File: config.mk
export PLATFORM = sky130hd
export DESIGN_NAME = board_access_arbiter
export DESIGN_NICKNAME = d
export VERILOG_FILES = /design/src/rtl/board_access_arbiter.sv
export SDC_FILE = /design/constraint.sdc
export NUM_CORES = 1
export LEC_CHECK = 0
export ABC_CLOCK_PERIOD_IN_PS = 11340
export BUFFER_PORTS_ARGS = -buffer_cell sky130_fd_sc_hd__buf_4
export CAP_MARGIN = 10
export CORE_ASPECT_RATIO = 0.6
export CORE_MARGIN = 2
export CORE_UTILIZATION = 45
export CTS_BUF_LIST = sky130_fd_sc_hd__clkbuf_4
export CTS_CLUSTER_SIZE = 16
export DETAILED_ROUTE_END_ITERATION = 8
export MAX_ROUTING_LAYER = met4
export PLACE_DENSITY_LB_ADDON = 0.05
export SKIP_LAST_GASP = 1
export SLEW_MARGIN = 25
export SYNTH_ARGS = -nofsm -noshare
export SYNTH_HDL_FRONTEND = slang
export SYNTH_SLANG_ARGS = --single-unit
File: constraint.sdc
create_clock -name clk -period 11.34 [get_ports clk]
set_clock_uncertainty 0.15 [all_clocks]
set_input_delay 1.134 -clock clk [delete_from_list [all_inputs] [get_ports clk]]
set_output_delay 1.134 -clock clk [all_outputs]
set_load 0.02 [all_outputs]
File: src/rtl/board_access_arbiter.sv
// -----------------------------------------------------------------------------
// board_access_arbiter
// Owns the Connect-4 board store and shares it between the pixel renderer
// (reads, served every cycle) and the game FSM (queued writes and new-game
// clear). Queued writes and the clear sweep only touch the board while
// in_display=0, so the picture never changes mid-frame.
//
// Ports
//   clk, rst_n          system clock, asynchronous active-low reset
//   in_display          high while the beam is in the visible area
//   rd_en/rd_row/rd_col renderer read request
//   rd_data, rd_valid   registered read result, 1-cycle latency
//   wr_valid/wr_ready   game write handshake, payload wr_row/wr_col/wr_data
//   clr_req             one-cycle new-game pulse
//   clr_busy            clear pending or sweeping
//   fifo_level          number of queued writes, 0..FIFO_DEPTH
//   err_oob             pulse: an accepted write was outside the board
// -----------------------------------------------------------------------------
module board_access_arbiter #(
    parameter int ROWS       = 6,
    parameter int COLS       = 7,
    parameter int CELL_W     = 2,
    parameter int FIFO_DEPTH = 4
) (
    input  logic              clk,
    input  logic              rst_n,
    input  logic              in_display,
    input  logic              rd_en,
    input  logic [2:0]        rd_row,
    input  logic [2:0]        rd_col,
    output logic [CELL_W-1:0] rd_data,
    output logic              rd_valid,
    input  logic              wr_valid,
    output logic              wr_ready,
    input  logic [2:0]        wr_row,
    input  logic [2:0]        wr_col,
    input  logic [CELL_W-1:0] wr_data,
    input  logic              clr_req,
    output logic              clr_busy,
    output logic [2:0]        fifo_level,
    output logic              err_oob
);

    localparam int         CELLS    = ROWS * COLS;
    localparam int         PTR_W    = $clog2(FIFO_DEPTH);
    localparam int         ENT_W    = 6 + CELL_W;
    localparam logic [5:0] LAST_IDX = 6'(CELLS - 1);
    localparam logic [2:0] DEPTH_L  = 3'(FIFO_DEPTH);

    typedef enum logic [1:0] {
        ST_IDLE  = 2'd0,
        ST_DRAIN = 2'd1,
        ST_CLEAR = 2'd2
    } state_t;

    function automatic logic in_range(input logic [2:0] row, input logic [2:0] col);
        return (row < 3'(ROWS)) && (col < 3'(COLS));
    endfunction

    function automatic logic [5:0] cell_index(input logic [2:0] row, input logic [2:0] col);
        logic [5:0] r6;
        r6 = {3'b000, row};
        return (r6 * 6'(COLS)) + {3'b000, col};
    endfunction

    logic [CELL_W-1:0] board_r [CELLS];
    logic [ENT_W-1:0]  fifo_mem_r [FIFO_DEPTH];
    logic [PTR_W-1:0]  wr_ptr_r, rd_ptr_r;
    logic [2:0]        level_r;
    logic [5:0]        clr_idx_r;
    logic              clr_pending_r;
    state_t            state_r, next_state_s;

    logic              empty_s, full_s, clr_accept_s, hs_s, wr_in_range_s;
    logic              push_s, pop_s, oob_s, clr_wr_s, clr_go_s;
    logic [ENT_W-1:0]  head_s;
    logic [5:0]        head_idx_s;

    assign empty_s       = (level_r == 3'd0);
    assign full_s        = (level_r == DEPTH_L);
    assign clr_busy      = clr_pending_r | (state_r == ST_CLEAR);
    assign wr_ready      = !full_s && !clr_busy;
    assign fifo_level    = level_r;
    assign clr_accept_s  = clr_req && !clr_busy;
    assign hs_s          = wr_valid && wr_ready;
    assign wr_in_range_s = in_range(wr_row, wr_col);
    // A write arriving in the same cycle as an accepted clear is dropped.
    assign push_s        = hs_s && wr_in_range_s && !clr_accept_s;
    assign oob_s         = hs_s && !wr_in_range_s && !clr_accept_s;
    assign head_s        = fifo_mem_r[rd_ptr_r];
    assign head_idx_s    = cell_index(head_s[ENT_W-1 -: 3], head_s[ENT_W-4 -: 3]);

    // Next-state and commit decisions from registered state and live in_display.
    always_comb begin
        next_state_s = state_r;
        pop_s        = 1'b0;
        clr_wr_s     = 1'b0;
        clr_go_s     = 1'b0;
        case (state_r)
            ST_IDLE: begin
                if (!in_display && clr_pending_r) begin
                    next_state_s = ST_CLEAR;
                    clr_go_s     = 1'b1;
                end else if (!in_display && !empty_s) begin
                    next_state_s = ST_DRAIN;
                end else begin
                    next_state_s = ST_IDLE;
                end
            end
            ST_DRAIN: begin
                if (clr_pending_r || in_display || empty_s) begin
                    next_state_s = ST_IDLE;
                end else begin
                    pop_s = 1'b1;
                    if ((level_r == 3'd1) && !push_s) begin
                        next_state_s = ST_IDLE;
                    end else begin
                        next_state_s = ST_DRAIN;
                    end
                end
            end
            ST_CLEAR: begin
                if (in_display) begin
                    next_state_s = ST_CLEAR;
                end else begin
                    clr_wr_s = 1'b1;
                    if (clr_idx_r == LAST_IDX) begin
                        next_state_s = ST_IDLE;
                    end else begin
                        next_state_s = ST_CLEAR;
                    end
                end
            end
            default: begin
                next_state_s = ST_IDLE;
            end
        endcase
    end

    // State register, clear sweep index and pending-clear flag.
    always_ff @(posedge clk or negedge rst_n) begin
        if (!rst_n) begin
            state_r       <= ST_IDLE;
            clr_idx_r     <= 6'd0;
            clr_pending_r <= 1'b0;
        end else begin
            state_r <= next_state_s;
            if (clr_go_s) begin
                clr_idx_r <= 6'd0;
            end else if (clr_wr_s) begin
                clr_idx_r <= clr_idx_r + 6'd1;
            end else begin
                clr_idx_r <= clr_idx_r;
            end
            if (clr_accept_s) begin
                clr_pending_r <= 1'b1;
            end else if (clr_go_s) begin
                clr_pending_r <= 1'b0;
            end else begin
                clr_pending_r <= clr_pending_r;
            end
        end
    end

    // Write queue: storage, wrapping pointers and occupancy; flushed by clear.
    always_ff @(posedge clk or negedge rst_n) begin
        if (!rst_n) begin
            for (int i = 0; i < FIFO_DEPTH; i++) begin
                fifo_mem_r[i] <= {ENT_W{1'b0}};
            end
            wr_ptr_r <= {PTR_W{1'b0}};
            rd_ptr_r <= {PTR_W{1'b0}};
            level_r  <= 3'd0;
        end else if (clr_accept_s) begin
            wr_ptr_r <= {PTR_W{1'b0}};
            rd_ptr_r <= {PTR_W{1'b0}};
            level_r  <= 3'd0;
        end else begin
            if (push_s) begin
                fifo_mem_r[wr_ptr_r] <= {wr_row, wr_col, wr_data};
                wr_ptr_r             <= wr_ptr_r + PTR_W'(1);
            end
            if (pop_s) begin
                rd_ptr_r <= rd_ptr_r + PTR_W'(1);
            end
            case ({push_s, pop_s})
                2'b10:   level_r <= level_r + 3'd1;
                2'b01:   level_r <= level_r - 3'd1;
                default: level_r <= level_r;
            endcase
        end
    end

    // Board store: one commit per cycle, clear sweep has priority over drain.
    always_ff @(posedge clk or negedge rst_n) begin
        if (!rst_n) begin
            for (int i = 0; i < CELLS; i++) begin
                board_r[i] <= {CELL_W{1'b0}};
            end
        end else if (clr_wr_s) begin
            board_r[clr_idx_r] <= {CELL_W{1'b0}};
        end else if (pop_s) begin
            board_r[head_idx_s] <= head_s[CELL_W-1:0];
        end
    end

    // Registered read port (samples old cell value on a same-cycle commit) and error pulse.
    always_ff @(posedge clk or negedge rst_n) begin
        if (!rst_n) begin
            rd_data  <= {CELL_W{1'b0}};
            rd_valid <= 1'b0;
            err_oob  <= 1'b0;
        end else begin
            rd_valid <= rd_en;
            err_oob  <= oob_s;
            if (rd_en) begin
                rd_data <= in_range(rd_row, rd_col) ? board_r[cell_index(rd_row, rd_col)]
                                                    : {CELL_W{1'b0}};
            end
        end
    end

endmodule
==> summary.md, run 1 <==
| Metric | Value |
|---|---|
| Status | finished, final reports clean |
| Worst Setup End Kind | register |
| Site Rows | 37 |
| Die area | 0.0187 mm² |
| Overall power | 1.63 mW |
| Port buffer count | 28 |
| Combinational family with the most area after synthesis | multiplexers |
| Clock Power Share | 19.5% |
| Final Cell Area | 0.00856 mm² |
| Combinational share of power | 42.9% |
| RR Endpoint | board_r[36] |
| RR Startpoint | rd_ptr_r[0] |
| Hold Path Origin | fifo_mem_r[26] |
| Slew Limit Fails | 0 |
| Initial antenna violation count | 0 |
| Hold Worst Slack | 368 ps |
| Final WL | 21.3 mm |
| DR iter-0 viols | 470 |
| Critical path fanouts, max | 11 |
| Synth Area in Simple Gates | 11.7% |
| Worst hold stages | 1 |
| Async set or reset register ratio after synthesis | 100% |
| P&R area growth vs syn | 8.14% |
| Switching Fraction | 44.1% |
| Req. time, crit path | 11570 ps |
| Mapped Area | 0.00791 mm² |
| Largest net degree at the start of global routing | 70 |
| Via density | 5.94 |
| Synth top area share | 43.0% |
| Placed Area | 0.00829 mm² |
| Vias in the first global route | 5862 |
| First-pass GRT wire length | 34.2 mm |
| Yosys cell types | 62 |
| Final Setup Violations | 0 |
| Worst-Margin Slew | 940 ps |
| Final min period | 5150 ps |
| Overall routing resource usage | 25.0% |
| Area leader, netlist | dfrtp_1 |
| Latest clock arrival within the worst-skew pair | 550 ps |
| Post-DP HPWL | 14.9 mm |
| Synthesized area per cell | 11.3 µm² |
| R2R setup slack | 6190 ps |
| Post-route ant nets | 0 |
| Die X | 175 µm |
| Nets@finish | 775 |
| Routed len/inst | 22.1 µm |
| Critical path startpoint category | register |
| Ant diodes | 0 |
| Fmax | 194 MHz |
| Final hold violations | 0 |
| Max_cap viols | 0 |
| Clock-pin slew on the worst setup and hold paths | 120 ps |
| Mux share of post-synthesis cell area | 23.4% |
| Net Switching | 0.720 mW |
| Reg2reg path depth | 10 |
| Final Wtd Congestion | 0.824 |
| CTS tree | built |
| Compound-gate portion of the synthesized area | 9.62% |
| Setup Buffers After CTS | 0 |
| Post-synth net total | 761 |
| H-tree Lvls | 4 |
| CTS Buffer Depth | 2 |
| Critical path class | register to register |
| Worst vdd ir | 0.0000934 V |
| Layout cells sized above 1 | 20.0% |
| Clock sinks | 136 |
| Root cell of the clock tree | clkbuf_4 |
| DR vias | 5726 |
| DRT Pass-1 Iters | 7 |
| Power share of the sequential group | 37.6% |
| Static Leak | 4.25 nW |
| CTS resizes | 0 |
| Synthesized flop and latch total | 136 |
| # IOs | 29 |
| RSZ-0062 raised after global routing | no |
| Sequential-to-total area share from yosys stat | 43.0% |
| Synth Area in Adders | 6.77% |
| Pint | 0.914 mW |
| Warnings, synthesis | 0 |
| Cells after Synth | 703 |
| Most numerous cell in the Yosys netlist | dfrtp_1 |
| Setup TNS | 0 ps |
| Core Box Area | 0.0172 mm² |
| Die Ht | 107 µm |
| Worst Hold Class | register to register |
| Worst EP arrival | 5380 ps |
| TritonCTS Buffers | 17 |
| Main synth FF type | dfrtp_1 |
| Grt ovf | 0 |
| Normalized max-slew margin | 37.1% |
| Commonest cells in the netlist | dfrtp_1, o21ai_0, mux2i_1 |
| Synth top area cells | dfrtp_1, mux2i_1, mux4_2, o21ai_0, mux2_2 |
| Hold-fix buffers at CTS | 0 |
| Crit share post-route | 45.4% |
| WHS Endpoint | fifo_mem_r[26] |
| Post-synth EDFFs | 0 |
| Post-synthesis xor/xnor area fraction | 1.64% |
| Power per cell area | 191 mW/mm² |
| Starting Density | 46.1% |
| Post-route DRC | 0 |
## cell families after synthesis
kind of cell	count (synthesis)
adder cells (fa/ha/maj)	38
AO/OA/AOI/OAI	133
multiplexers	149
buffers and inverters	72
AND/OR/NAND/NOR	161
XOR/XNOR	14
flip-flops	136
## registers in the layout, summed over array words and instances (netlist names)
register,cells
clr_idx_r,6
board_r,84
state_r,2
fifo_level,3
clr_pending_r,1
err_oob,1
fifo_mem_r,32
rd_data,2
rd_valid,1
rd_ptr_r,2
wr_ptr_r,2
## routing by layer
metal	up-vias	track usage [%]	routed length [µm]
met5	-	-	0
met4	0	5.30	233
met3	19	6.17	1530
met2	185	33.6	8850
met1	2947	38.0	10700
li1	2575	-	-
## cells in the final DEF (no fill, tap or decap), types with 3 or more instances in the layout
cell / n
dfrtp_1: 136
o21ai_0: 91
mux2i_1: 88
nand3_1: 52
nand2_1: 37
mux2_2: 36
inv_1: 34
buf_4: 32
ha_1: 30
mux4_2: 25
clkbuf_4: 21
nor2_1: 15
a21oi_1: 11
fa_1: 8
xor2_1: 7
nor3_1: 6
xnor2_1: 6
nor3_2: 5
a21o_1: 5
nand2b_1: 5
nand4_1: 5
a211oi_1: 4
clkinv_1: 4
nor2b_1: 3
a31oi_1: 3
nand3b_1: 3
a21oi_2: 3
nor3b_1: 3
clkinv_2: 3
## layout make-up
class	count	area (µm²)
multi-input combinational	495	4220
inverter	34	128
sequential	136	3400
fill	1548	8620
clock inverter	11	106
tap	234	293
clock buffer	21	158
timing repair buffer	33	251
## through the flow
stage               utilization [%]  setup WS (ps)  std cells
detailed placement             48.3           6260        932
finish                         49.8           6190        964
floorplan                         -           7230        703
global placement               48.2           6210        932
global route                   49.8           5960        964
CTS                            49.8           6240        964
## power groups by stage
stage                     clock network [mW]  registers, mW  logic, mW
after floorplan                            0          0.595      0.522
after global placement                     0          0.619      0.674
after detailed placement                   0          0.622      0.696
after CTS                              0.328          0.613      0.700
after global routing                   0.352          0.625      0.769
final                                  0.319          0.614      0.701
## how the worst max path moves through the flow
stage                   to  slack, ps        start  cells after the start
6_report       board_r[36]       6190  rd_ptr_r[0]                     10
5_1_grt        board_r[42]       5960  rd_ptr_r[0]                     10
4_1_cts        board_r[42]       6240  rd_ptr_r[0]                     10
3_5_place_dp   board_r[42]       6260  rd_ptr_r[0]                     10
3_3_place_gp    board_r[9]       6210  rd_ptr_r[0]                     11
2_1_floorplan  board_r[22]       7230  rd_ptr_r[0]                     11
## worst max-delay path, stage by stage, from the launching register on
cell and delay (ps):
dfrtp_1 760, mux4_2 630, inv_1 170, fa_1 480
fa_1 570, inv_1 70, fa_1 770, nand4_1 260
nor2_1 560, nand3_1 350, mux2i_1 200
No activity file was read; power rests on OpenSTA's default activity.
==> inputs of run 2 (changes only) <==
ABC_CLOCK_PERIOD_IN_PS = 5110   (was 11340)
clock period = 5.11 ns   (was 11.34 ns; I/O delays follow)
==> run 2 against run 1 <==
- flip-flop and latch count did not move
- clock power rose to 2.7 times the previous value
- utilization increased by 1.1 points
- combinational power rose by 140%
- setup slack lost 5600 ps
- critical path type unchanged
- largest power group unchanged
==> summary.md, run 2 (same netlist as run 1, synthesis figures left out) <==
| Metric | Value |
|---|---|
| Status | finished, final reports clean |
| Root cell of the clock tree | clkbuf_4 |
| Worst EP arrival | 4780 ps |
| Dpl ws | 579 ps |
| P&R area growth vs syn | 10.5% |
| Static Leak | 4.34 nW |
| Latest clock arrival within the worst-skew pair | 560 ps |
| TritonCTS Buffers | 17 |
| Final WL | 21.5 mm |
| First element of the critical path | rd_ptr_r[0] |
| Overall routing resource usage | 25.2% |
| Critical path class | register to register |
| Final Wtd Congestion | 0.856 |
| Regs by FF count | board_r x84, fifo_mem_r x32, clr_idx_r x6 |
| DR iter-0 viols | 499 |
| Post-DP HPWL | 15.2 mm |
| Nets@finish | 790 |
| Worst Setup End Kind | register |
| Worst Hold Class | input port to register |
| RSZ-0062 raised after global routing | no |
| Setup Buffers After CTS | 0 |
| CTS tree | built |
| Final hold violations | 0 |
| Die area | 0.0187 mm² |
| Crit share post-route | 88.6% |
| CTS resizes | 0 |
| Critical path fanouts, max | 8 |
| Ant diodes | 0 |
| Reg with most FFs | board_r |
| Hold Path Origin | wr_row[0] |
| Fmax | 221 MHz |
| Req. time, crit path | 5370 ps |
| Final min period | 4520 ps |
| Die Ht | 107 µm |
| Vias in the first global route | 5780 |
| Die X | 175 µm |
| Clock sinks | 136 |
| Post-route DRC | 0 |
| Worst-Margin Slew | 943 ps |
| Port buffer count | 28 |
| Most common cell after layout, fill and taps aside | dfrtp_1 |
| Layout cells sized above 1 | 21.3% |
| # IOs | 29 |
| Max reg flops | 84 |
| Slew Limit Fails | 0 |
| RR Startpoint | rd_ptr_r[0] |
| Core Box Area | 0.0172 mm² |
| Final Setup Violations | 0 |
| Multi-input combinational cell area | 0.00421 mm² |
| CTS Buffer Depth | 2 |
| Register area | 0.00340 mm² |
| DR vias | 5808 |
| Hold Worst Slack | 53.7 ps |
| First-pass GRT wire length | 34.3 mm |
| Post-route ant nets | 0 |
| H-tree Lvls | 4 |
| Post-route setup slack | 585 ps |
| Worst vdd ir | 0.000211 V |
| DRT Pass-1 Iters | 5 |
| Starting Density | 46.1% |
| Commonest non-fill, non-tap cells in the layout | dfrtp_1, o21ai_0, mux2i_1, nand3_1, buf_4 |
| Largest net degree at the start of global routing | 85 |
| Setup TNS | 0 ps |
| Initial antenna violation count | 0 |
| Via density | 5.93 |
| Fill cells | 1551 |
| Hold-fix buffers at CTS | 3 |
| Final Core Density | 50.9% |
| Clock-pin slew on the worst setup and hold paths | 120 ps |
| Normalized max-slew margin | 36.9% |
| Power per cell area | 445 mW/mm² |
| Max_cap viols | 0 |
| Grt ovf | 0 |
| Critical path startpoint category | register |
| Site Rows | 37 |
| Routed len/inst | 22.0 µm |
## run 2: changes by cell type in the layout (fill, tap and decap cells not counted), moves of 2 or more
cell and delta:
clkinvlp_4 +2, clkinv_2 -3, bufinv_16 +3, buf_4 +12, clkbuf_4 -2, dlygate4sd3_1 +3
## run 2: worst max-delay path: stages, from the launching register on
cell and delay, ps:
dfrtp_1 530, mux4_2 590, inv_1 170, fa_1 460
fa_1 550, inv_1 70, fa_1 490, a21o_1 220
a22o_1 200, nor3_2 530, nand3_1 250, mux2i_1 170
## run 2: power breakdown
group / internal (mW) / switching (mW)
clock: 0.445 / 0.427
combinational: 0.575 / 1.10
sequential: 1.21 / 0.135
## run 2: routing by layer
metal  part of all wire [%]  vias up  GRT usage [%]
li1                       -     2610              -
met1                     53     3031           40.1
met3                    6.1       12           5.14
met5                      0        -              -
met4                   0.58        0           4.64
met2                     41      155           32.9
## run 2: per-stage QoR
step | instance area, µm² | power, mW | std cells
after floorplan | 7910 | 2.48 | 703
after global placement | 8370 | 2.99 | 944
after detailed placement | 8370 | 3.02 | 944
after CTS | 8740 | 3.90 | 979
after global routing | 8740 | 4.12 | 979
final | 8740 | 3.90 | 979
## run 2: final timing paths
check / end / slack [ps] / cells past startpoint
worst max-delay path: board_r[10] / 590 / 11
worst min-delay path: fifo_mem_r[13] / 50 / 2
worst max register to register: board_r[10] / 590 / 11
worst min register to register: rd_data[1] / 360 / 2
max in group asynchronous: board_r[69] / 3140 / 3
min in group asynchronous: fifo_level[1] / 390 / 2
## run 2: area by class of cell
| class | instances | area share, % |
|---|---|---|
| multi-input cells | 495 | 48.1 |
| clock buffers | 19 | 1.63 |
| well taps | 234 | 3.35 |
| clock inverters | 13 | 2.30 |
| inverters | 34 | 1.46 |
| repair buffers | 48 | 4.25 |
| flip-flops and latches | 136 | 38.9 |
==> inputs of run 3 (changes only) <==
==> constraint.sdc (replaced) <==
create_clock -name clk -period 5.11 [get_ports clk]
set_clock_uncertainty 0.15 [all_clocks]
set_input_delay 1.022 -clock clk [delete_from_list [all_inputs] [get_ports clk]]
set_output_delay 1.022 -clock clk [all_outputs]
set_load 0.02 [all_outputs]
==> run 3 against run 2 <==
- utilization fell by 0.68 points
- non-clock buffer count fell by 5
- sequential share of layout area rose by 0.53 points
- count of clock-buffer cells in the layout rose by 2
- maximum frequency barely moved
- die area did not move
- largest power group unchanged
- flip-flop and latch count did not move
- via count fell by 0.93%
- final area fell by 1.3%
- sequential power barely moved
- routed wire length rose by 0.66%
==> summary.md, run 3 (same netlist as run 1, synthesis figures left out) <==
| Metric | Value |
|---|---|
| Nets@finish | 785 |
| Post-route ant nets | 0 |
| First-pass GRT wire length | 34.1 mm |
| Worst vdd ir | 0.000264 V |
| R2R setup slack | 590 ps |
| Final Setup Violations | 0 |
| Worst Hold Class | register to register |
| Placed Area | 0.00836 mm² |
| DRT Pass-1 Iters | 5 |
| Static Leak | 4.29 nW |
| CTS tree | built |
| Die area | 0.0187 mm² |
| Latest clock arrival within the worst-skew pair | 560 ps |
| Req. time, crit path | 5370 ps |
| Final hold violations | 0 |
| Die X | 175 µm |
| Max_cap viols | 0 |
| Routed len/inst | 22.2 µm |
| Final Wtd Congestion | 0.834 |
| Grt ovf | 0 |
| Setup TNS | 0 ps |
| Hold-fix buffers at CTS | 0 |
| Regs by FF count | board_r x84, fifo_mem_r x32, clr_idx_r x6 |
| Layout cells sized above 1 | 21.4% |
| Via density | 5.90 |
| Initial antenna violation count | 1 |
| Worst-Margin Slew | 1010 ps |
| CTS resizes | 0 |
| Power share of the sequential group | 36.6% |
| Overall routing resource usage | 25.2% |
| Setup Buffers After CTS | 0 |
| Root cell of the clock tree | clkbuf_4 |
| Slew Limit Fails | 0 |
| TritonCTS Buffers | 17 |
| Clock-pin slew on the worst setup and hold paths | 110 ps |
| DR iter-0 viols | 484 |
| Clock sinks | 136 |
| Port buffer count | 28 |
| Fmax | 221 MHz |
| Normalized max-slew margin | 32.4% |
| Final WL | 21.7 mm |
| Crit share post-route | 88.5% |
| Critical path fanouts, max | 8 |
| Starting Density | 46.1% |
| Die Ht | 107 µm |
| Critical path class | register to register |
| Status | finished, final reports clean |
| P&R area growth vs syn | 9.05% |
| Power per cell area | 426 mW/mm² |
| CTS Buffer Depth | 2 |
| Switching Fraction | 43.7% |
| # IOs | 29 |
| Pint | 2.07 mW |
| Site Rows | 37 |
| Final Cell Area | 0.00863 mm² |
| Reg with most FFs | board_r |
| Largest net degree at the start of global routing | 102 |
| Net Switching | 1.61 mW |
| Post-DP HPWL | 15.5 mm |
| H-tree Lvls | 4 |
| Vias in the first global route | 5806 |
| Post-route DRC | 0 |
| Max reg flops | 84 |
| Worst EP arrival | 4780 ps |
| DR vias | 5754 |
| Worst Setup End Kind | register |
| Commonest non-fill, non-tap cells in the layout | dfrtp_1, o21ai_0, mux2i_1, nand3_1, buf_4 |
| Clock Power Share | 19.3% |
| Critical path startpoint category | register |
| RSZ-0062 raised after global routing | no |
| Final min period | 4520 ps |
| Combinational share of power | 44.1% |
| Most common cell after layout, fill and taps aside | dfrtp_1 |
| Core Box Area | 0.0172 mm² |
## run 3: cell count changes in the layout (fill, tap and decap cells not counted), sizes merged
cell,previous run,this run
buf,45,42
bufinv,5,2
clkbuf,19,22
clkinv,4,7
dlygate4sd3,3,0
clkinvlp,3,2
diode,0,1
inv,35,34
## run 3: worst max-delay path, stage by stage (launching register included)
cell and delay, ps:
dfrtp_1 540, mux4_2 590, inv_1 160, fa_1 470, fa_1 560, inv_1 70
fa_1 500, a21o_1 220, a22o_1 210, nor3_2 460, nand3_1 270, mux2i_1 170
## run 3: layout make-up
type	instances	area, µm²
timing repair buffer	43	329
tap	234	293
antenna	1	2.50
clock inverter	11	106
inverter	34	128
fill	1563	8550
multi-input combinational	495	4210
clock buffer	21	158
sequential	136	3400
## run 3: power groups by stage
stage               registers [mW]  logic (mW)  clock network [mW]
floorplan                     1.32        1.16                   0
global placement              1.36        1.57                   0
detailed placement            1.37        1.60                   0
CTS                           1.34        1.61               0.722
global route                  1.37        1.76               0.779
finish                        1.35        1.62               0.709
## run 3: per-layer routing
layer	vias up	GRT usage [%]	part of all wire, %
met5	-	-	0
met4	0	5.83	1.3
met3	26	6.42	6.9
met2	158	32.5	40
met1	2956	38.9	52
li1	2614	-	-
## run 3: final timing paths
path / startpoint / end / cells after the start
worst max-delay path: rd_ptr_r[0] / board_r[9] / 11
worst min-delay path: fifo_mem_r[21] / fifo_mem_r[21] / 1
worst max register to register: rd_ptr_r[0] / board_r[9] / 11
worst min register to register: fifo_mem_r[21] / fifo_mem_r[21] / 1
max in group asynchronous: rst_n / board_r[74] / 2
min in group asynchronous: rst_n / fifo_level[1] / 1
## run 3: per-stage QoR
step / total power [mW] / hold slack [ps] / utilization [%] / std cells / worst slack [ps]
2_1_floorplan: 2.48 / 324 / - / 703 / 1000
3_3_place_gp: 2.93 / 332 / 48.6 / 942 / 617
3_5_place_dp: 2.96 / 340 / 48.7 / 942 / 548
4_1_cts: 3.67 / 367 / 50.2 / 974 / 544
5_1_grt: 3.91 / 373 / 50.2 / 974 / 310
6_report: 3.67 / 362 / 50.2 / 975 / 586
